<file path="src/rtl/datapath_mem_responder_if.sv">
// Datapath-side and RAM-side signal bundle for datapath_mem_responder.
// The slave modport is the responder's view; master is the driver's view.
interface datapath_mem_responder_if #(
    parameter int CNT_W = 16
);
    logic             imemREN;
    logic [31:0]      imemaddr;
    logic             dmemREN;
    logic             dmemWEN;
    logic [31:0]      dmemaddr;
    logic [31:0]      dmemstore;
    logic             halt;
    logic             ihit;
    logic [31:0]      imemload;
    logic             dhit;
    logic [31:0]      dmemload;
    logic             ramREN;
    logic             ramWEN;
    logic [31:0]      ramaddr;
    logic [31:0]      ramstore;
    logic [31:0]      ramload;
    logic             ramready;
    logic [CNT_W-1:0] icnt;
    logic [CNT_W-1:0] dcnt;

    modport slave (
        input  imemREN, imemaddr, dmemREN, dmemWEN,
        input  dmemaddr, dmemstore, halt,
        input  ramload, ramready,
        output ihit, imemload, dhit, dmemload,
        output ramREN, ramWEN, ramaddr, ramstore,
        output icnt, dcnt
    );

    modport master (
        output imemREN, imemaddr, dmemREN, dmemWEN,
        output dmemaddr, dmemstore, halt,
        output ramload, ramready,
        input  ihit, imemload, dhit, dmemload,
        input  ramREN, ramWEN, ramaddr, ramstore,
        input  icnt, dcnt
    );
endinterface

</file>
<file path="src/rtl/datapath_mem_responder.sv">
// Arbitrates datapath instruction/data requests onto a single RAM port,
// data first, with halt handling and saturating access counters.
module datapath_mem_responder #(
    parameter int CNT_W = 16
) (
    input logic                     CLK,
    input logic                     RST,
    datapath_mem_responder_if.slave bus
);
    typedef enum logic [1:0] {
        IDLE,
        DACC,
        IACC,
        HALTED
    } state_t;

    state_t           r_state;
    logic             r_wr;
    logic             r_halt_pend;
    logic             r_ramren;
    logic             r_ramwen;
    logic [31:0]      r_addr;
    logic [31:0]      r_store;
    logic [CNT_W-1:0] r_icnt;
    logic [CNT_W-1:0] r_dcnt;

    logic w_dreq;
    logic w_ihit;
    logic w_dhit;
    logic w_halt_now;

    assign w_dreq     = bus.dmemREN | bus.dmemWEN;
    assign w_ihit     = (r_state == IACC) & bus.ramready;
    assign w_dhit     = (r_state == DACC) & bus.ramready;
    assign w_halt_now = bus.halt | r_halt_pend;

    always_ff @(posedge CLK or posedge RST) begin
        if (RST) begin
            r_state     <= IDLE;
            r_wr        <= 1'b0;
            r_halt_pend <= 1'b0;
            r_ramren    <= 1'b0;
            r_ramwen    <= 1'b0;
            r_addr      <= '0;
            r_store     <= '0;
            r_icnt      <= '0;
            r_dcnt      <= '0;
        end else begin
            unique case (r_state)
                IDLE: begin
                    if (bus.halt) begin
                        r_state <= HALTED;
                    end else if (w_dreq) begin
                        // write wins when both read and write are asserted
                        r_state  <= DACC;
                        r_wr     <= bus.dmemWEN;
                        r_addr   <= {bus.dmemaddr[31:2], 2'b00};
                        r_store  <= bus.dmemstore;
                        r_ramren <= ~bus.dmemWEN;
                        r_ramwen <= bus.dmemWEN;
                    end else if (bus.imemREN) begin
                        r_state  <= IACC;
                        r_wr     <= 1'b0;
                        r_addr   <= {bus.imemaddr[31:2], 2'b00};
                        r_store  <= bus.dmemstore;
                        r_ramren <= 1'b1;
                        r_ramwen <= 1'b0;
                    end
                end
                DACC, IACC: begin
                    if (bus.halt) begin
                        r_halt_pend <= 1'b1;
                    end
                    if (bus.ramready) begin
                        r_ramren    <= 1'b0;
                        r_ramwen    <= 1'b0;
                        r_halt_pend <= 1'b0;
                        r_state     <= w_halt_now ? HALTED : IDLE;
                    end
                end
                HALTED: begin
                    r_state <= HALTED;
                end
                default: begin
                    r_state <= IDLE;
                end
            endcase

            if (w_ihit && (r_icnt != '1)) begin
                r_icnt <= r_icnt + CNT_W'(1);
            end
            if (w_dhit && (r_dcnt != '1)) begin
                r_dcnt <= r_dcnt + CNT_W'(1);
            end
        end
    end

    assign bus.ihit     = w_ihit;
    assign bus.dhit     = w_dhit;
    assign bus.imemload = w_ihit ? bus.ramload : '0;
    assign bus.dmemload = (w_dhit && !r_wr) ? bus.ramload : '0;
    assign bus.ramREN   = r_ramren;
    assign bus.ramWEN   = r_ramwen;
    assign bus.ramaddr  = r_addr;
    assign bus.ramstore = r_store;
    assign bus.icnt     = r_icnt;
    assign bus.dcnt     = r_dcnt;
endmodule
</file>
<file path="src/flat_wrapper.sv">
// flat-port wrapper written by rule: the top's interface ports become plain ports
module datapath_mem_responder_flat 
#(
    parameter int CNT_W = 16
)
  (CLK, RST, bus_imemREN, bus_imemaddr, bus_dmemREN, bus_dmemWEN, bus_dmemaddr, bus_dmemstore, bus_halt, bus_ramload, bus_ramready, bus_ihit, bus_imemload, bus_dhit, bus_dmemload, bus_ramREN, bus_ramWEN, bus_ramaddr, bus_ramstore, bus_icnt, bus_dcnt);
  datapath_mem_responder_if #(.CNT_W(CNT_W)) bus_i ();
  input logic CLK;
  input logic RST;
  input wire logic [$bits(bus_i.imemREN)-1:0] bus_imemREN;
  input wire logic [$bits(bus_i.imemaddr)-1:0] bus_imemaddr;
  input wire logic [$bits(bus_i.dmemREN)-1:0] bus_dmemREN;
  input wire logic [$bits(bus_i.dmemWEN)-1:0] bus_dmemWEN;
  input wire logic [$bits(bus_i.dmemaddr)-1:0] bus_dmemaddr;
  input wire logic [$bits(bus_i.dmemstore)-1:0] bus_dmemstore;
  input wire logic [$bits(bus_i.halt)-1:0] bus_halt;
  input wire logic [$bits(bus_i.ramload)-1:0] bus_ramload;
  input wire logic [$bits(bus_i.ramready)-1:0] bus_ramready;
  output wire logic [$bits(bus_i.ihit)-1:0] bus_ihit;
  output wire logic [$bits(bus_i.imemload)-1:0] bus_imemload;
  output wire logic [$bits(bus_i.dhit)-1:0] bus_dhit;
  output wire logic [$bits(bus_i.dmemload)-1:0] bus_dmemload;
  output wire logic [$bits(bus_i.ramREN)-1:0] bus_ramREN;
  output wire logic [$bits(bus_i.ramWEN)-1:0] bus_ramWEN;
  output wire logic [$bits(bus_i.ramaddr)-1:0] bus_ramaddr;
  output wire logic [$bits(bus_i.ramstore)-1:0] bus_ramstore;
  output wire logic [$bits(bus_i.icnt)-1:0] bus_icnt;
  output wire logic [$bits(bus_i.dcnt)-1:0] bus_dcnt;
  assign bus_i.imemREN = bus_imemREN;
  assign bus_i.imemaddr = bus_imemaddr;
  assign bus_i.dmemREN = bus_dmemREN;
  assign bus_i.dmemWEN = bus_dmemWEN;
  assign bus_i.dmemaddr = bus_dmemaddr;
  assign bus_i.dmemstore = bus_dmemstore;
  assign bus_i.halt = bus_halt;
  assign bus_i.ramload = bus_ramload;
  assign bus_i.ramready = bus_ramready;
  assign bus_ihit = bus_i.ihit;
  assign bus_imemload = bus_i.imemload;
  assign bus_dhit = bus_i.dhit;
  assign bus_dmemload = bus_i.dmemload;
  assign bus_ramREN = bus_i.ramREN;
  assign bus_ramWEN = bus_i.ramWEN;
  assign bus_ramaddr = bus_i.ramaddr;
  assign bus_ramstore = bus_i.ramstore;
  assign bus_icnt = bus_i.icnt;
  assign bus_dcnt = bus_i.dcnt;
  datapath_mem_responder #(.CNT_W(CNT_W)) u_core (.CLK(CLK), .RST(RST), .bus(bus_i));
endmodule
</file>
<file path="config.mk">
export PLATFORM = sky130hd
export DESIGN_NAME = datapath_mem_responder_flat
export DESIGN_NICKNAME = d
export VERILOG_FILES = /design/src/rtl/datapath_mem_responder_if.sv /design/src/rtl/datapath_mem_responder.sv /design/src/flat_wrapper.sv
export SDC_FILE = /design/constraint.sdc
export NUM_CORES = 1
export LEC_CHECK = 0
export ABC_AREA = 1
export BUFFER_PORTS_ARGS = -buffer_cell sky130_fd_sc_hd__buf_2
export CAP_MARGIN = 0
export CORE_ASPECT_RATIO = 1.5
export CORE_MARGIN = 3
export CORE_UTILIZATION = 35
export DETAILED_ROUTE_END_ITERATION = 12
export PLACE_DENSITY = 0.65
export SETUP_SLACK_MARGIN = 0.2
export SLEW_MARGIN = 20
export SYNTH_ARGS = -nofsm -noshare
export SYNTH_HDL_FRONTEND = slang
export SYNTH_SLANG_ARGS = --single-unit
</file>
<file path="constraint.sdc">
create_clock -name CLK -period 10.1 [get_ports CLK]
set_clock_uncertainty 0.15 [all_clocks]
set_input_delay 3.03 -clock CLK [delete_from_list [all_inputs] [get_ports CLK]]
set_output_delay 3.03 -clock CLK [all_outputs]
set_load 0.03 [all_outputs]
</file>
==> metrics, run 1 <==
die height=159.8 um; post-synthesis sequential area ratio=45.33%; pwr dens=268.5 mW/mm2; multiplexer share of the synthesized area=0%; first-pass GRT wire length=25.23 mm; P_leak=4.351 nW; effective utilization at floorplan=a little over a third; Die W=108.5 um; crit share post-route=73.95%; crit end category=output port; Yosys Warn Count=0; P&R area growth vs syn=33.48%; core footprint=0.01528 mm2; Synth Register Bits=100; Crit path required time=6920 ps; total track usage=approximately 18%; r2r setup slk=7670 ps; clk slew on worst S/H paths=70 ps; via count=5,596; I/O Buffers=292; Worst EP arrival=around 4300 ps; Post-route DRC=0; Min Clock Period, post-route=roughly 7500 ps; critical path peak fanout=32; complex-gate fraction of the synthesized area=5.712%; hold slack final=between 300 and 400 ps; final WL=16.18 mm; most frequent cells in the layout=nand2_1, buf_2, nor2_1, dfrtp_1, inv_1; Mapped Cells=around 760; most common cell after layout, fill and taps aside=nand2_1; Hold Crit Depth=2; TritonCTS Buffers=9; Die Area=0.01735 mm2; Synth Area in XOR/XNOR=under 10%; vias in the first global route=roughly 5,200; Final HPWL DP=12.23 mm; Synth Area in Simple Gates=36.36%; first drt pass iteration count=4; clock sinks=100; Worst Setup Start Kind=input pin; Via density=between 4 and 5; GRT overflow=0; placer congestion estimate=0.8399; cell row count=55; CTS Hold Bufs=0; worst hold path type=reg -> reg; peak supply drop=about 110 uV; fmax=133.9 MHz; Post-Syn Area=0.005520 mm2; nets@finish=1,177; slew margin rel.=32.47%; unrepaired setup endpoints after global routing=false; post-synthesis adder-cell area fraction=1.587%; CTS tree=done; H-tree levels=3; post-route ant nets=0; # fillers=between 1,500 and 2,000; outcome=completed; drt wl/cell=between 10 and 15 um; largest family of logic cells by synthesized area=simple AND/OR/NAND/NOR gates; clk_lat worst skew=between 300 and 400 ps; antenna fix cells=0; clock buffer depth=2; final hold violations=0; Netlist cell types=28; share of layout cells above drive strength 1=33.65%; largest net degree at the start of global routing=65; Worst-Margin Slew=a little over 1000 ps; postcts setup bufs=0; Synth Area per Inst=approximately 7.3 um2; Slew Viols, Final=0; kind of critical path=in -> out; clk root buf=clkbuf_16; initial detailed-routing violation count=between 150 and 200; Finish-stage setup viols=0; number of placed I/O pins=between 200 and 300; antenna violations before repair=1; setup TNS=0 ps; Post-CTS Resized=0; FF-to-FF path depth=8; max_cap viols=0
## power by group
part | total [W] | internal (W) | switching (W)
combinational | 0.000947 | 0.000261 | 0.000685
clock | 0.000381 | 0.000221 | 0.000159
sequential | 0.000651 | 0.000550 | 0.000101
## sequential cells by signal, summed over array words and instances (netlist names)
signal	count
u_core.bus.ramREN	1
u_core.bus.ramaddr	30
u_core.bus.ramWEN	1
u_core.bus.icnt	16
u_core.bus.ramstore	32
u_core.r_wr	1
u_core.r_state	2
u_core.bus.dcnt	16
u_core.r_halt_pend	1
## critical path, cell delays in order
cell and delay (ps):
buf_2 110, nand2_1 180, or2_2 570, nor2_1 170, buf_2 210
## kinds of logic (layout without fill, tap and decap cells)
family	Yosys count	count (layout)
and+or+nand+nor	487	487
adders and majority gates	7	7
other	1	2
DFF	100	100
xor gates and xnor gates	11	11
AOI/OAI and AO/OA	47	47
buffers and inverters	104	386
## synth_stat cells
cell | number | area (um2)
a21oi_2 | 1 | 8.760
inv_6 | 1 | 8.760
conb_1 | 1 | 3.750
inv_1 | 73 | 274.0
o22ai_1 | 1 | 6.260
clkbuf_1 | 13 | 48.80
xor2_1 | 3 | 26.28
nand3b_1 | 4 | 30.03
nand2_1 | 309 | 1160
buf_4 | 2 | 15.01
nor3_1 | 2 | 10.01
o21ai_0 | 10 | 50.05
or2_2 | 31 | 193.9
nor2_1 | 107 | 401.6
nand4_2 | 1 | 12.51
o21ai_1 | 4 | 20.02
nor3_4 | 1 | 16.27
nor2_2 | 1 | 6.260
ha_1 | 7 | 87.58
inv_2 | 1 | 3.750
xnor2_1 | 8 | 70.07
nand4_1 | 12 | 75.07
buf_6 | 14 | 157.7
nand2_4 | 1 | 11.26
nand3_1 | 18 | 90.09
dfrtp_1 | 100 | 2502
o211ai_1 | 30 | 225.2
a21oi_1 | 1 | 5.000
## per-stage QoR
stage	total power, W	area [um2]	cells	utilization (%)	setup slack [ps]
after detailed placement	0.001616	7038	1223	46.07	2618
after CTS	0.002006	7368	1239	48.23	2616
after global placement	0.001601	7038	1223	46.07	2640
after floorplan	0.001339	5524	758	-	2741
after global routing	0.002117	7368	1239	48.23	2505
final	0.001978	7368	1239	48.23	2631
## area by class of cell
cell class	instances	area (um2)	area share, %
clock buffers	9	225.2	3.057
clock inverters	7	105.1	1.426
inverters	75	289.0	3.923
multi-input cells	554	2514	34.11
flip-flops and latches	100	2502	33.96
well taps	199	249.0	3.379
repair buffers	295	1484	20.14
## metal layers
metal | GRT usage, % | wire length, um | vias up
li1 | - | - | 2877
met1 | 19.70 | 6006 | 2480
met2 | 33.93 | 8543 | 206
met5 | 0 | 7 | -
met4 | 6.605 | 463 | 2
met3 | 3.275 | 1157 | 31
## final timing paths
path,startpoint,to
setup reg to reg,u_core.r_state[1]$_DFFE_PP0P_,u_core.bus.ramaddr[30]$_DFFE_PP0P_
max in group asynchronous,RST,u_core.r_state[0]$_DFFE_PP0P_
hold reg to reg,u_core.bus.ramstore[12]$_DFFE_PP0P_,u_core.bus.ramstore[12]$_DFFE_PP0P_
min in group asynchronous,RST,u_core.bus.ramstore[23]$_DFFE_PP0P_
hold / removal,u_core.bus.ramstore[12]$_DFFE_PP0P_,u_core.bus.ramstore[12]$_DFFE_PP0P_
setup / recovery,bus_ramready,bus_dmemload[23]
No activity file was read; power rests on OpenSTA's default activity.
==> run 2: changes to the inputs <==
--- a/config.mk
+++ b/config.mk
@@ -5,14 +5,14 @@
 export SDC_FILE = /design/constraint.sdc
 export NUM_CORES = 1
 export LEC_CHECK = 0
-export ABC_AREA = 1
+export ABC_AREA = 0
 export BUFFER_PORTS_ARGS = -buffer_cell sky130_fd_sc_hd__buf_2
 export CAP_MARGIN = 0
 export CORE_ASPECT_RATIO = 1.5
 export CORE_MARGIN = 3
 export CORE_UTILIZATION = 35
 export DETAILED_ROUTE_END_ITERATION = 12
-export PLACE_DENSITY = 0.65
+export PLACE_DENSITY = 0.7
 export SETUP_SLACK_MARGIN = 0.2
 export SLEW_MARGIN = 20
 export SYNTH_ARGS = -nofsm -noshare
==> constraint.sdc (replaced) <==
create_clock -name CLK -period 6.4 [get_ports CLK]
set_clock_uncertainty 0.15 [all_clocks]
set_input_delay 1.92 -clock CLK [delete_from_list [all_inputs] [get_ports CLK]]
set_output_delay 1.92 -clock CLK [all_outputs]
set_load 0.03 [all_outputs]
==> run 2 against run 1 <==
Net effect:
- synthesized area shrank 11%
- critical path depth increased by 1
- clock-buffer cell count increased by 1
- non-clock buffer count grew 3
- cell area is 6.8% lower
- global-route usage fell by 1.8 points
- critical endpoint is now bus_dmemload[10]
- highest routed layer is now met4
==> metrics, run 2 <==
outcome=completed; Die Area=0.01559 mm2; Post-route DRC=0; fmax=around 190 MHz; Synth Register Bits=100; Post-synth EDFFs=0; Worst path most repeated cell=buf_2; die height=151.4 um; clock sinks=100; Post-Place Setup Slack=1033 ps; drt wl/cell=14.72 um; final WL=13.40 mm; TritonCTS Buffers=9; crit share post-route=84.22%; dominant cell type by area after synthesis=dfrtp_1; initial detailed-routing violation count=120; synth cell count leaders=dfrtp_1, nor2_1, a21oi_1; slew margin rel.=39.92%; share of layout cells above drive strength 1=~48%; most frequent cell after synthesis=dfrtp_1; crit-path max cell delay=440 ps; crit path cell chain=buf_2 > nand2_1 > nor2_1 > buf_4 > and2_1 > buf_2; Top delay family on crit path=buffers and inverters; Synth Area in XOR/XNOR=4.260%; multiplexer share of the synthesized area=14.58%; Worst path slowest cell=buf_2; post-synth top area share=between 50% and 60%; number of placed I/O pins=about 300; Critical R2R Capture=u_core.bus.ramstore[25]$_DFFE_PP0P_; FF-to-FF Start=u_core.r_state[0]$_DFFE_PP0P_; placer congestion estimate=0.8252; Slew Viols, Final=0; kind of critical path=in -> out; Worst Setup Start Kind=input pin; Via density=4.747; hold slack final=around 330 ps; P_leak=4.177 nW; Clock power frac=44.5%; Placed Cells=893; nets@finish=885; crit end category=output port; H-tree levels=3; Area contributors post-synth=dfrtp_1, mux2_2, mux2i_1, and3_1, and2_1; Int Power=0.001014 W; effective utilization at floorplan=between 30 and 40%; Netlist cell types=46; final hold violations=0; core footprint=0.01366 mm2; max reg flops=32; clk_lat worst skew=330 ps; Gate power share=6.3%; Finish-stage setup viols=0; Yosys Warn Count=0; post-synthesis adder-cell area fraction=1.775%; Top FF cell, synth=dfrtp_1; Seq pwr share=49.2%; P&R area growth vs syn=39.12%; asr flop ratio synth=100.0%; max_cap viols=0; Cell Count, Final, Fillers Out=910; clk root buf=clkbuf_16; GRT overflow=0; first drt pass iteration count=5; CTS tree=done; Die W=between 100 and 150 um; setup TNS=0 ps; post-synthesis sequential area ratio=50.71%; peak supply drop=117.6 uV; most frequent cells in the layout=buf_2, dfrtp_1, nor2_1, a21oi_1, mux2_2; via count=4,320; Critical Path End=bus_dmemload[10]; vias in the first global route=4,011; most common cell after layout, fill and taps aside=buf_2; FF-to-FF path depth=6; Synth Area per Inst=around 11 um2; postcts setup bufs=0; unrepaired setup endpoints after global routing=false; Mapped Cells=460; cell row count=52; clk slew on worst S/H paths=~60 ps; antenna violations before repair=0; Buf+Inv Stages, Crit Path=3; post-route ant nets=0; worst hold path type=reg -> reg; Post-CTS Resized=0; Worst-Margin Slew=901.3 ps; NetSw=between 0.0002 and 0.0003 W; Synth Area in Simple Gates=19.60%; crit path launch=bus_ramready; r2r setup slk=3610 ps; Switching Fraction=20.94%; critical path peak fanout=39; PnR worst setup slack=1010 ps; total track usage=16.30%; antenna fix cells=0; clock buffer depth=2; first-pass GRT wire length=20.20 mm; Final HPWL DP=roughly 10 mm; CTS Hold Bufs=0; complex-gate fraction of the synthesized area=approximately 5.8%; largest net degree at the start of global routing=61; Crit path required time=~4300 ps; Min Clock Period, post-route=around 5400 ps; Crit path depth=6; pwr dens=186.9 mW/mm2; largest family of logic cells by synthesized area=simple AND/OR/NAND/NOR gates; Worst EP arrival=3320 ps; Post-Syn Area=0.004935 mm2; I/O Buffers=292
-- run 2: cell types whose count changed after synthesis, moves of 31 or more --
cell and delta:
nand2_1 -291, and3_1 +34, mux2i_1 +31, and2_1 +32, mux2_2 +35, inv_1 -66
a21oi_1 +36, nor2_1 -64
-- run 2: how the worst min path moves through the flow --
| stage | from | to | slack [ps] | depth (start not counted) |
|---|---|---|---|---|
| global placement | u_core.bus.ramREN$_DFFE_PP0P_ | u_core.bus.ramREN$_DFFE_PP0P_ | 320 | 1 |
| detailed placement | u_core.bus.ramREN$_DFFE_PP0P_ | u_core.bus.ramREN$_DFFE_PP0P_ | 320 | 1 |
| CTS | u_core.bus.ramREN$_DFFE_PP0P_ | u_core.bus.ramREN$_DFFE_PP0P_ | 340 | 1 |
| floorplan | u_core.r_wr$_DFFE_PP0P_ | u_core.r_wr$_DFFE_PP0P_ | 330 | 1 |
| finish | u_core.bus.ramWEN$_DFFE_PP0P_ | u_core.bus.ramWEN$_DFFE_PP0P_ | 330 | 1 |
| global route | u_core.bus.ramREN$_DFFE_PP0P_ | u_core.bus.ramREN$_DFFE_PP0P_ | 350 | 1 |
-- run 2: through the flow --
stage,power (W),cell area [um2],util [%]
after floorplan,0.0006747,4938,-
after global placement,0.0007226,6521,47.73
after detailed placement,0.0007235,6521,47.73
after CTS,0.001302,6838,50.05
after global routing,0.001335,6865,50.25
final,0.001283,6865,50.25
-- run 2: logic make-up after synthesis --
| kind of cell | count (synthesis) |
|---|---|
| compound gates | 52 |
| xor+xnor | 24 |
| fa+ha+maj | 7 |
| buf+inv | 34 |
| flops | 100 |
| mux | 67 |
| other cells | 1 |
| simple gates | 175 |
-- run 2: layer usage --
metal	up-vias	global-route usage [%]	wire (um)
met5	-	0	0
met1	1999	21.12	5541
met3	17	3.456	679
met4	0	5.509	267
li1	2164	-	-
met2	140	26.83	6909
-- run 2: final cells by class --
class | count | area [um2]
clock buffers | 10 | 229.0
well taps | 162 | 202.7
flip-flops and latches | 100 | 2502
fillers | 1269 | 6798
repair buffers | 298 | 1526
clock inverters | 6 | 87.58
inverters | 7 | 28.78
multi-input cells | 327 | 2288
-- run 2: power by group through the flow --
| stage | logic (W) | registers (W) | clock network [W] |
|---|---|---|---|
| 2_1_floorplan | 0.0000308 | 0.000644 | 0 |
| 3_3_place_gp | 0.0000788 | 0.000644 | 0 |
| 3_5_place_dp | 0.0000797 | 0.000644 | 0 |
| 4_1_cts | 0.0000801 | 0.000632 | 0.000590 |
| 5_1_grt | 0.0000901 | 0.000631 | 0.000613 |
| 6_report | 0.0000805 | 0.000632 | 0.000571 |
==> run 3: changes to the inputs <==
--- a/config.mk
+++ b/config.mk
@@ -5,14 +5,14 @@
 export SDC_FILE = /design/constraint.sdc
 export NUM_CORES = 1
 export LEC_CHECK = 0
-export ABC_AREA = 0
+export ABC_AREA = 1
 export BUFFER_PORTS_ARGS = -buffer_cell sky130_fd_sc_hd__buf_2
 export CAP_MARGIN = 0
 export CORE_ASPECT_RATIO = 1.5
 export CORE_MARGIN = 3
 export CORE_UTILIZATION = 35
 export DETAILED_ROUTE_END_ITERATION = 12
-export PLACE_DENSITY = 0.7
+export PLACE_DENSITY = 0.68
 export SETUP_SLACK_MARGIN = 0.2
 export SLEW_MARGIN = 20
 export SYNTH_ARGS = -nofsm -noshare
==> constraint.sdc (replaced) <==
create_clock -name CLK -period 4.5 [get_ports CLK]
set_clock_uncertainty 0.15 [all_clocks]
set_input_delay 1.35 -clock CLK [delete_from_list [all_inputs] [get_ports CLK]]
set_output_delay 1.35 -clock CLK [all_outputs]
set_load 0.03 [all_outputs]
==> run 3 against run 2 <==
Net effect:
- worst setup slack got worse by 420 ps
- first-iteration DRC count increased by 38%
- global-route usage increased by 1.8 points
- wire length increased by 19%
- sequential power increased by 130%
- non-clock buffer count decreased by 1
- cell count increased by 36%
- critical path depth decreased by 1
- clock power increased by 61%
- critical path type unchanged
- critical endpoint is now bus_dmemload[13]
==> metrics, run 3 (same netlist as run 1, synthesis figures left out) <==
outcome=completed; fmax=255.8 MHz; crit path cell chain=buf_2 > nand2_1 > or2_2 > nor2_1 > buf_2; kind of critical path=in -> out; H-tree levels=3; crit share post-route=about 87%; postcts setup bufs=0; Worst path most repeated cell=buf_2; P&R area growth vs syn=34.43%; setup TNS=0 ps; antenna fix cells=0; Clock power frac=20.4%; max_cap viols=0; TritonCTS Buffers=9; Gate power share=between 40% and 50%; most common cell after layout, fill and taps aside=nand2_1; Crit path required time=3000 ps; effective utilization at floorplan=36.13%; critical path peak fanout=32; first-pass GRT wire length=25.26 mm; post-route cell area=0.007421 mm2; most frequent cells in the layout=nand2_1, buf_2, nor2_1, dfrtp_1, inv_1; Worst EP arrival=2410 ps; pwr dens=just over 600 mW/mm2; Worst Setup Start Kind=input pin; CTS tree=done; Post-CTS Resized=0; worst hold path type=reg -> reg; final hold violations=0; slew margin rel.=between 30% and 40%; nets@finish=1,179; Worst path slowest cell=or2_2; clk root buf=clkbuf_16; largest net degree at the start of global routing=65; clk slew on worst S/H paths=70 ps; Die W=108.5 um; Worst-Margin Slew=1032 ps; Die Area=0.01735 mm2; Int Power=0.002383 W; CTS Hold Bufs=0; vias in the first global route=5,231; Post-Place Setup Slack=580.8 ps; unrepaired setup endpoints after global routing=false; Seq pwr share=32.4%; initial detailed-routing violation count=166; drt wl/cell=12.87 um; post-route ant nets=0; I/O Buffers=between 200 and 300; Switching Fraction=47.09%; final WL=15.97 mm; PnR worst setup slack=591.3 ps; NetSw=0.002121 W; FF-to-FF path depth=9; crit-path max cell delay=roughly 500 ps; Via density=4.525; share of layout cells above drive strength 1=between 30% and 40%; die height=159.8 um; Hold Crit Depth=2; Finish-stage setup viols=0; GRT overflow=0; clock sinks=100; via count=5,615; core footprint=approximately 0.015 mm2; clk_lat worst skew=roughly 340 ps; P_leak=4.380 nW; peak supply drop=around 260 uV; cell row count=55; DP Area=0.007066 mm2; Slew Viols, Final=0; antenna violations before repair=4; Post-route DRC=0; crit end category=output port; clock buffer depth=2; placer congestion estimate=0.8497; Min Clock Period, post-route=3909 ps; number of placed I/O pins=299; max reg flops=32; total track usage=18.06%; Final HPWL DP=12.06 mm; first drt pass iteration count=7
run 3: cell count changes in the layout (fill, tap and decap cells not counted), moves of 19 or more:
cell,previous run,this run
xor2_1,22,3
inv_1,6,72
o211ai_1,0,30
nand2_1,18,309
and3_1,34,0
nor2_1,42,107
a21oi_1,37,1
mux2i_1,31,0
and2_1,32,0
or2_2,1,31
mux2_2,35,0
run 3: stage by stage:
| step | utilization (%) | hold WS (ps) | total power, W | instances |
|---|---|---|---|---|
| final | 48.57 | 315.5 | 0.004504 | 1241 |
| after global routing | 48.57 | 332.4 | 0.004809 | 1241 |
| after CTS | 48.57 | 322.2 | 0.004571 | 1241 |
| after detailed placement | 46.25 | 302.9 | 0.003626 | 1225 |
| after global placement | 46.25 | 298.9 | 0.003596 | 1225 |
| after floorplan | - | 295.7 | 0.003005 | 758 |
run 3: area by class of cell:
cell class / instances / area, um2
multi-input cells: 554 / 2514
inverters: 75 / 289.0
clock buffers: 9 / 225.2
fillers: 1541 / 7856
flip-flops and latches: 100 / 2502
clock inverters: 7 / 130.1
repair buffers: 297 / 1511
well taps: 199 / 249.0
run 3: power groups by stage:
| stage | combinational, W | sequential (W) | clock (W) |
|---|---|---|---|
| after floorplan | 0.000920 | 0.00209 | 0 |
| after global placement | 0.00213 | 0.00147 | 0 |
| after detailed placement | 0.00216 | 0.00147 | 0 |
| after CTS | 0.00216 | 0.00146 | 0.000951 |
| after global routing | 0.00232 | 0.00151 | 0.000979 |
| final | 0.00212 | 0.00146 | 0.000919 |
run 3: metal layers:
layer  GRT usage [%]  up-vias  part of all wire, %
li1                -     2878                    -
met1           18.69     2482                   36
met2           35.03      214                   54
met3           3.316       33                  7.0
met4           6.433        8                  2.6
met5               0        -                 0.34
run 3: worst max-delay path, delay by kind of cell:
| family | cells | cell delay [ps] |
|---|---|---|
| and+or+nand+nor | 3 | 730 |
| buffers and inverters | 2 | 310 |
run 3: path summary, 6_finish.rpt:
kind / start / endpoint / slack (ps)
max: bus_ramready / bus_dmemload[13] / 590
min: u_core.bus.ramstore[1]$_DFFE_PP0P_ / u_core.bus.ramstore[1]$_DFFE_PP0P_ / 320
max reg2reg: u_core.bus.icnt[0]$_DFFE_PP0P_ / u_core.bus.icnt[2]$_DFFE_PP0P_ / 2090
min reg2reg: u_core.bus.ramstore[1]$_DFFE_PP0P_ / u_core.bus.ramstore[1]$_DFFE_PP0P_ / 320
max in group asynchronous: RST / u_core.bus.dcnt[14]$_DFFE_PP0P_ / 2510
min in group asynchronous: RST / u_core.bus.ramstore[22]$_DFFE_PP0P_ / 990
